## config.mk

```make
export PLATFORM = sky130hd
export DESIGN_NAME = icache_assoc
export DESIGN_NICKNAME = d
export VERILOG_FILES = /design/src/rtl/icache_assoc.sv
export SDC_FILE = /design/constraint.sdc
export NUM_CORES = 2
export LEC_CHECK = 0
export ABC_AREA = 1
export CORE_ASPECT_RATIO = 0.7
export CORE_UTILIZATION = 55
export CTS_CLUSTER_DIAMETER = 100
export DETAILED_ROUTE_END_ITERATION = 10
export HOLD_SLACK_MARGIN = 0.06
export MAX_ROUTING_LAYER = met4
export PLACE_DENSITY = 0.76
export SKIP_CTS_REPAIR_TIMING = 1
export SLEW_MARGIN = 40
export SYNTH_ARGS = -nofsm -noshare
export SYNTH_HDL_FRONTEND = slang
export SYNTH_SLANG_ARGS = --single-unit
```

## constraint.sdc

```tcl
create_clock -name CLK -period 7.3 [get_ports CLK]
set_input_delay 0.73 -clock CLK [delete_from_list [all_inputs] [get_ports CLK]]
set_output_delay 0.73 -clock CLK [all_outputs]
set_load 0.05 [all_outputs]
```

## src/rtl/icache_assoc.sv

```systemverilog
// Set-associative instruction cache with multi-word blocks, round-robin replacement,
// single-cycle flush and hit/miss counters.
module icache_assoc #(
    parameter int unsigned NSETS           = 8,
    parameter int unsigned NWAYS           = 2,
    parameter int unsigned WORDS_PER_BLOCK = 2,
    parameter int unsigned CNT_W           = 32
) (
    input  logic             CLK,
    input  logic             RST,
    input  logic             imemREN,
    input  logic [31:0]      imemaddr,
    output logic             ihit,
    output logic [31:0]      imemload,
    input  logic             flush,
    output logic             iREN,
    output logic [31:0]      iaddr,
    input  logic             iwait,
    input  logic [31:0]      iload,
    output logic [CNT_W-1:0] hit_count,
    output logic [CNT_W-1:0] miss_count
);
    localparam int unsigned WOFF_BITS = $clog2(WORDS_PER_BLOCK);
    localparam int unsigned WOFF_W    = (WOFF_BITS > 0) ? WOFF_BITS : 1;
    localparam int unsigned IDX_W     = $clog2(NSETS);
    localparam int unsigned PTR_W     = (NWAYS > 1) ? $clog2(NWAYS) : 1;
    localparam int unsigned TAG_LSB   = 2 + WOFF_BITS + IDX_W;
    localparam int unsigned TAG_W     = 32 - TAG_LSB;
    localparam logic [31:0] BLK_MASK  = 32'(WORDS_PER_BLOCK * 4 - 1);

    typedef enum logic [0:0] {StLookup, StFill} state_e;

    state_e             state_q, state_d;
    logic [NWAYS-1:0]   valid_q [NSETS];
    logic [TAG_W-1:0]   tag_q   [NSETS][NWAYS];
    logic [31:0]        data_q  [NSETS][NWAYS][WORDS_PER_BLOCK];
    logic [PTR_W-1:0]   rr_q    [NSETS];
    logic [31:0]        stage_q [WORDS_PER_BLOCK];
    logic [31:0]        base_q;
    logic [WOFF_W-1:0]  fill_k_q;
    logic [PTR_W-1:0]   victim_q;
    logic               victim_by_ptr_q;
    logic [CNT_W-1:0]   hit_cnt_q, miss_cnt_q;

    logic [WOFF_W-1:0]  req_woff;
    logic [IDX_W-1:0]   req_idx, fill_idx;
    logic [TAG_W-1:0]   req_tag, fill_tag;
    logic               tag_hit, free_found;
    logic [PTR_W-1:0]   hit_way, free_way;
    logic               lookup, do_hit, do_miss, beat, last_beat;

    assign req_woff = WOFF_W'((imemaddr >> 2) & 32'(WORDS_PER_BLOCK - 1));
    assign req_idx  = IDX_W'(imemaddr >> (2 + WOFF_BITS));
    assign req_tag  = imemaddr[31:TAG_LSB];
    assign fill_idx = IDX_W'(base_q >> (2 + WOFF_BITS));
    assign fill_tag = base_q[31:TAG_LSB];

    always_comb begin
        tag_hit    = 1'b0;
        hit_way    = '0;
        free_found = 1'b0;
        free_way   = '0;
        for (int w = 0; w < NWAYS; w++) begin
            if (valid_q[req_idx][w] && tag_q[req_idx][w] == req_tag) begin
                tag_hit = 1'b1;
                hit_way = PTR_W'(w);
            end
            if (!valid_q[req_idx][w] && !free_found) begin
                free_found = 1'b1;
                free_way   = PTR_W'(w);
            end
        end
    end

    // Reset and flush both suppress any lookup or fill beat in the current cycle.
    assign lookup    = (state_q == StLookup) && !RST && !flush;
    assign do_hit    = lookup && imemREN && tag_hit;
    assign do_miss   = lookup && imemREN && !tag_hit;
    assign beat      = (state_q == StFill) && !RST && !flush && !iwait;
    assign last_beat = beat && (fill_k_q == WOFF_W'(WORDS_PER_BLOCK - 1));

    assign ihit       = do_hit;
    assign imemload   = do_hit ? data_q[req_idx][hit_way][req_woff] : '0;
    assign iREN       = (state_q == StFill) && !RST;
    assign iaddr      = iREN ? (base_q + (32'(fill_k_q) << 2)) : '0;
    assign hit_count  = hit_cnt_q;
    assign miss_count = miss_cnt_q;

    always_comb begin
        state_d = state_q;
        unique case (state_q)
            StLookup: if (do_miss) state_d = StFill;
            StFill:   if (last_beat) state_d = StLookup;
            default:  state_d = StLookup;
        endcase
        if (flush) state_d = StLookup;
    end

    always_ff @(posedge CLK) begin
        if (RST) begin
            state_q    <= StLookup;
            fill_k_q   <= '0;
            hit_cnt_q  <= '0;
            miss_cnt_q <= '0;
            for (int s = 0; s < NSETS; s++) begin
                valid_q[s] <= '0;
                rr_q[s]    <= '0;
            end
        end else begin
            state_q <= state_d;
            if (do_hit) hit_cnt_q <= hit_cnt_q + CNT_W'(1);
            if (do_miss) begin
                miss_cnt_q      <= miss_cnt_q + CNT_W'(1);
                base_q          <= imemaddr & ~BLK_MASK;
                victim_q        <= free_found ? free_way : rr_q[req_idx];
                victim_by_ptr_q <= !free_found;
                fill_k_q        <= '0;
            end
            if (beat) fill_k_q <= last_beat ? '0 : fill_k_q + WOFF_W'(1);
            if (last_beat) begin
                valid_q[fill_idx][victim_q] <= 1'b1;
                tag_q[fill_idx][victim_q]   <= fill_tag;
                if (victim_by_ptr_q && NWAYS > 1) rr_q[fill_idx] <= rr_q[fill_idx] + PTR_W'(1);
            end
            if (flush) begin
                fill_k_q <= '0;
                for (int s = 0; s < NSETS; s++) valid_q[s] <= '0;
            end
        end
    end

    // The final word is taken straight from iload so the block commits on its last beat.
    always_ff @(posedge CLK) begin
        if (beat) stage_q[fill_k_q] <= iload;
        if (last_beat) begin
            for (int i = 0; i < WORDS_PER_BLOCK; i++) begin
                data_q[fill_idx][victim_q][i] <= (WOFF_W'(i) == fill_k_q) ? iload : stage_q[i];
            end
        end
    end
endmodule
```

==> impl_metrics.json <==
{
  "min_path_type": "reg2reg",
  "drv_slew": 0,
  "ant_nets": 0,
  "clock-root-buffer": "clkbuf_16",
  "setup_tns_ns": 0,
  "clk-insertion-delay-late_ns": 0.79,
  "slowest_delay_ns": 0.71,
  "fillers": 8965,
  "r2r-start": "tag_q[0][4]",
  "p_per_area_nw_per_um2": 244,
  "cp-start-kind": "input pin",
  "hold_depth": 2,
  "dr_total_vias": 49392,
  "num_io_pins": 199,
  "power.leakage_nw": 28.0,
  "track_usage_pct": 30.7,
  "cts_tree": "yes",
  "first_global_vias": 46772,
  "seqCellArea_sq_um": 48000,
  "drt_iter0_markers": 7107,
  "finalCritPeriodShare_pct": 84.1,
  "setup_viol": 0,
  "path_cells": "buf_8 -> inv_8 -> nor2_1 -> nand2_1 -> nand3_1 -> nand2_1 -> nand2_1 -> nand2_1 -> nand2_1 -> nor2_1 -> nand2_1 -> nor2_1 -> nand2_2 -> clkinv_2 -> buf_4 -> o21ai_0 -> nor2_1 -> nor2_1 -> buf_12",
  "cts.sinks": 1628,
  "reg2reg_depth": 15,
  "worstMarginPinSlew_ns": 0.909,
  "dp_hpwl_um": 109000,
  "postSynthCellCount": 6272,
  "fin_ws_ns": 1.16,
  "r2r-end": "base_q[14]",
  "status": "finished, final reports clean",
  "start_util_pct": 55.5,
  "cp.required_ns": 6.57,
  "cp.arrival_ns": 5.41,
  "cp_slowest_cell": "clkinv_2",
  "drc": 0,
  "wire_per_inst_um": 23.4,
  "die_y_um": 298,
  "cap_violations": 0,
  "viasPerCell": 6.06,
  "worstHoldEndpoint": "valid_q[4][0]",
  "ir_drop_mv": 0.222,
  "end_kind": "output pin",
  "ys_ff_latch": 1628,
  "yosysSeqAreaShare_pct": 69.8,
  "multi_input_area_sq_um": 17600,
  "fin_crit_ns": 6.14,
  "clkTransAtPathRegs_ns": 0.06,
  "relSlewSlack_pct": 39.2,
  "yosysWarnings": 0,
  "nets": 6448,
  "gp_congestion": 0.950,
  "cts_htree_levels": 4,
  "antenna_found_initial": 17,
  "synth_cell_types": 34,
  "cts_buffers": 150,
  "rows": 108,
  "hold_violations": 0,
  "rsz0062_at_grt": "no",
  "hp-start": "valid_q[4][0]",
  "coreArea_sq_um": 124000,
  "crit_top_cell": "nand2_1",
  "grt_max_degree": 168,
  "dr.pass1.iters": 8,
  "fmax_mhz": 163,
  "ctsLongestPathBuffers": 3,
  "skew_ns": 0.0316,
  "drive_gt1_share_pct": 6.64,
  "synth.avg_cell_area_sq_um": 11.0,
  "pre_cts_slack_ns": 1.34,
  "instances_no_fill": 8157,
  "port_buffers": 194,
  "grt_overflow_total": 0,
  "rrSetupSlack_ns": 3.14,
  "die_w_um": 425,
  "routed_wl_um": 191000,
  "dp.cells": 7872,
  "worst-path-max-fanout": 108,
  "dieArea_sq_um": 127000,
  "crit_type": "in2out",
  "area_growth_syn_to_layout_pct": 14.2,
  "grt_pass1_wl_um": 285000,
  "syn_area_sq_um": 68800
}
worst max-delay path: cells and delay by family:
kind                   cells  cell delay (ns)
AND/OR/NAND/NOR           13             1.94
buffers and inverters      5             2.35
AO/OA/AOI/OAI              1             0.18
logic make-up (layout without fill, tap and decap cells):
| kind of cell | after synthesis | count (layout) | share of synthesized area, % |
|---|---|---|---|
| compound gates | 1119 | 1119 | 9.07 |
| xor+xnor | 30 | 30 | 0.382 |
| fa+ha+maj | 2 | 2 | 0.0364 |
| buf+inv | 861 | 1081 | 4.97 |
| flops | 1628 | 1628 | 69.8 |
| mux | 32 | 32 | 0.466 |
| other cells | 1 | 16 | 0.00545 |
| simple gates | 2599 | 2599 | 15.2 |
layer usage:
layer / vias up / global-route usage [%] / share of wire [%] / wire length, um
met3: 421 / 5.49 / 12 / 23600
li1: 22045 / - / - / -
met5: - / - / 0 / 0
met2: 3285 / 45.0 / 45 / 86100
met1: 23641 / 43.4 / 39 / 74700
met4: 0 / 11.0 / 3.4 / 6400
sequential cells by signal, indices dropped and copies added (netlist names), named ones only:
signal and flops:
base_q 29, data_q 1024, fill_k_q 1, hit_count 32, miss_count 32, rr_q 8
stage_q 64, state_q 1, tag_q 416, valid_q 16, victim_by_ptr_q 1, victim_q 1
cells in the mapped netlist:
library cell  number  share of area [%]
inv_2              4              0.022
nand3b_1           1              0.011
buf_4             19               0.21
o211ai_1           5              0.055
xor2_1            19               0.24
clkinv_1           2              0.011
a21oi_4            1              0.024
dfxtp_1           85                2.5
buf_6              4              0.065
edfxtp_1        1543                 67
clkinv_2           1             0.0073
nand4_1           74               0.67
o22ai_1           12               0.11
nor4_1             7              0.064
nand2_1         1110                6.1
nand3_1          368                2.7
nor2_1           999                5.5
and3_1             1             0.0091
buf_2             67               0.49
clkbuf_1         265                1.4
o21ai_0          814                5.9
nand2_2            4              0.036
buf_1             19               0.10
ha_1               2              0.036
mux2i_1           32               0.47
conb_1             1             0.0055
nand3_2            1              0.015
a21oi_1           74               0.54
nor3_1            33               0.24
inv_1            480                2.6
o221ai_1         160                2.0
xnor2_1           11               0.14
o21ai_1           53               0.39
nand2_4            1              0.016
report_power, final:
group / switching, W / internal, W / total (W) / leakage, nW
clock network: 0.00350 / 0.00446 / 0.00796 / 2.40
registers: 0.0000204 / 0.0102 / 0.0102 / 14.6
logic: 0.000733 / 0.000263 / 0.000996 / 11.0
stage by stage:
step,hold WS [ns],power (W),utilization (%),instance area [sq um]
3_5_place_dp,0.450,0.0114,59.2,73500
4_1_cts,0.477,0.0192,63.2,78400
6_report,0.481,0.0192,63.3,78600
5_1_grt,0.505,0.0197,63.3,78600
2_1_floorplan,0.429,0.0111,-,68800
3_3_place_gp,0.440,0.0114,58.5,72600
worst max-delay path by stage:
| stage | from | end | slack, ns | cells after the start |
|---|---|---|---|---|
| 3_5_place_dp | imemaddr[4] | imemload[11] | 1.34 | 20 |
| 6_report | imemaddr[4] | imemload[30] | 1.16 | 19 |
| 5_1_grt | imemaddr[4] | imemload[30] | 1.05 | 19 |
| 4_1_cts | imemaddr[4] | imemload[30] | 1.33 | 20 |
| 2_1_floorplan | RST | data_q[0][0] | 0.22 | 10 |
| 3_3_place_gp | imemaddr[4] | imemload[11] | 1.34 | 20 |
cells in the final DEF (no fill, tap or decap), types with 84 or more instances in the layout:
master / n
clkbuf_16: 156
clkdlybuf4s50_1: 158
dfxtp_1: 84
edfxtp_1: 1543
inv_1: 478
nand2_1: 1108
nand3_1: 368
nor2_1: 964
o21ai_0: 779
o21ai_1: 88
o221ai_1: 160
area by class of cell:
cell class,count,area share (%)
diodes,14,0.0446
clock inverters,82,1.15
repair buffers,326,5.07
multi-input cells,3784,22.5
well taps,1650,2.63
clock buffers,186,5.14
inverters,487,2.36
flip-flops and latches,1628,61.2
(Power assumes the default switching activity.)
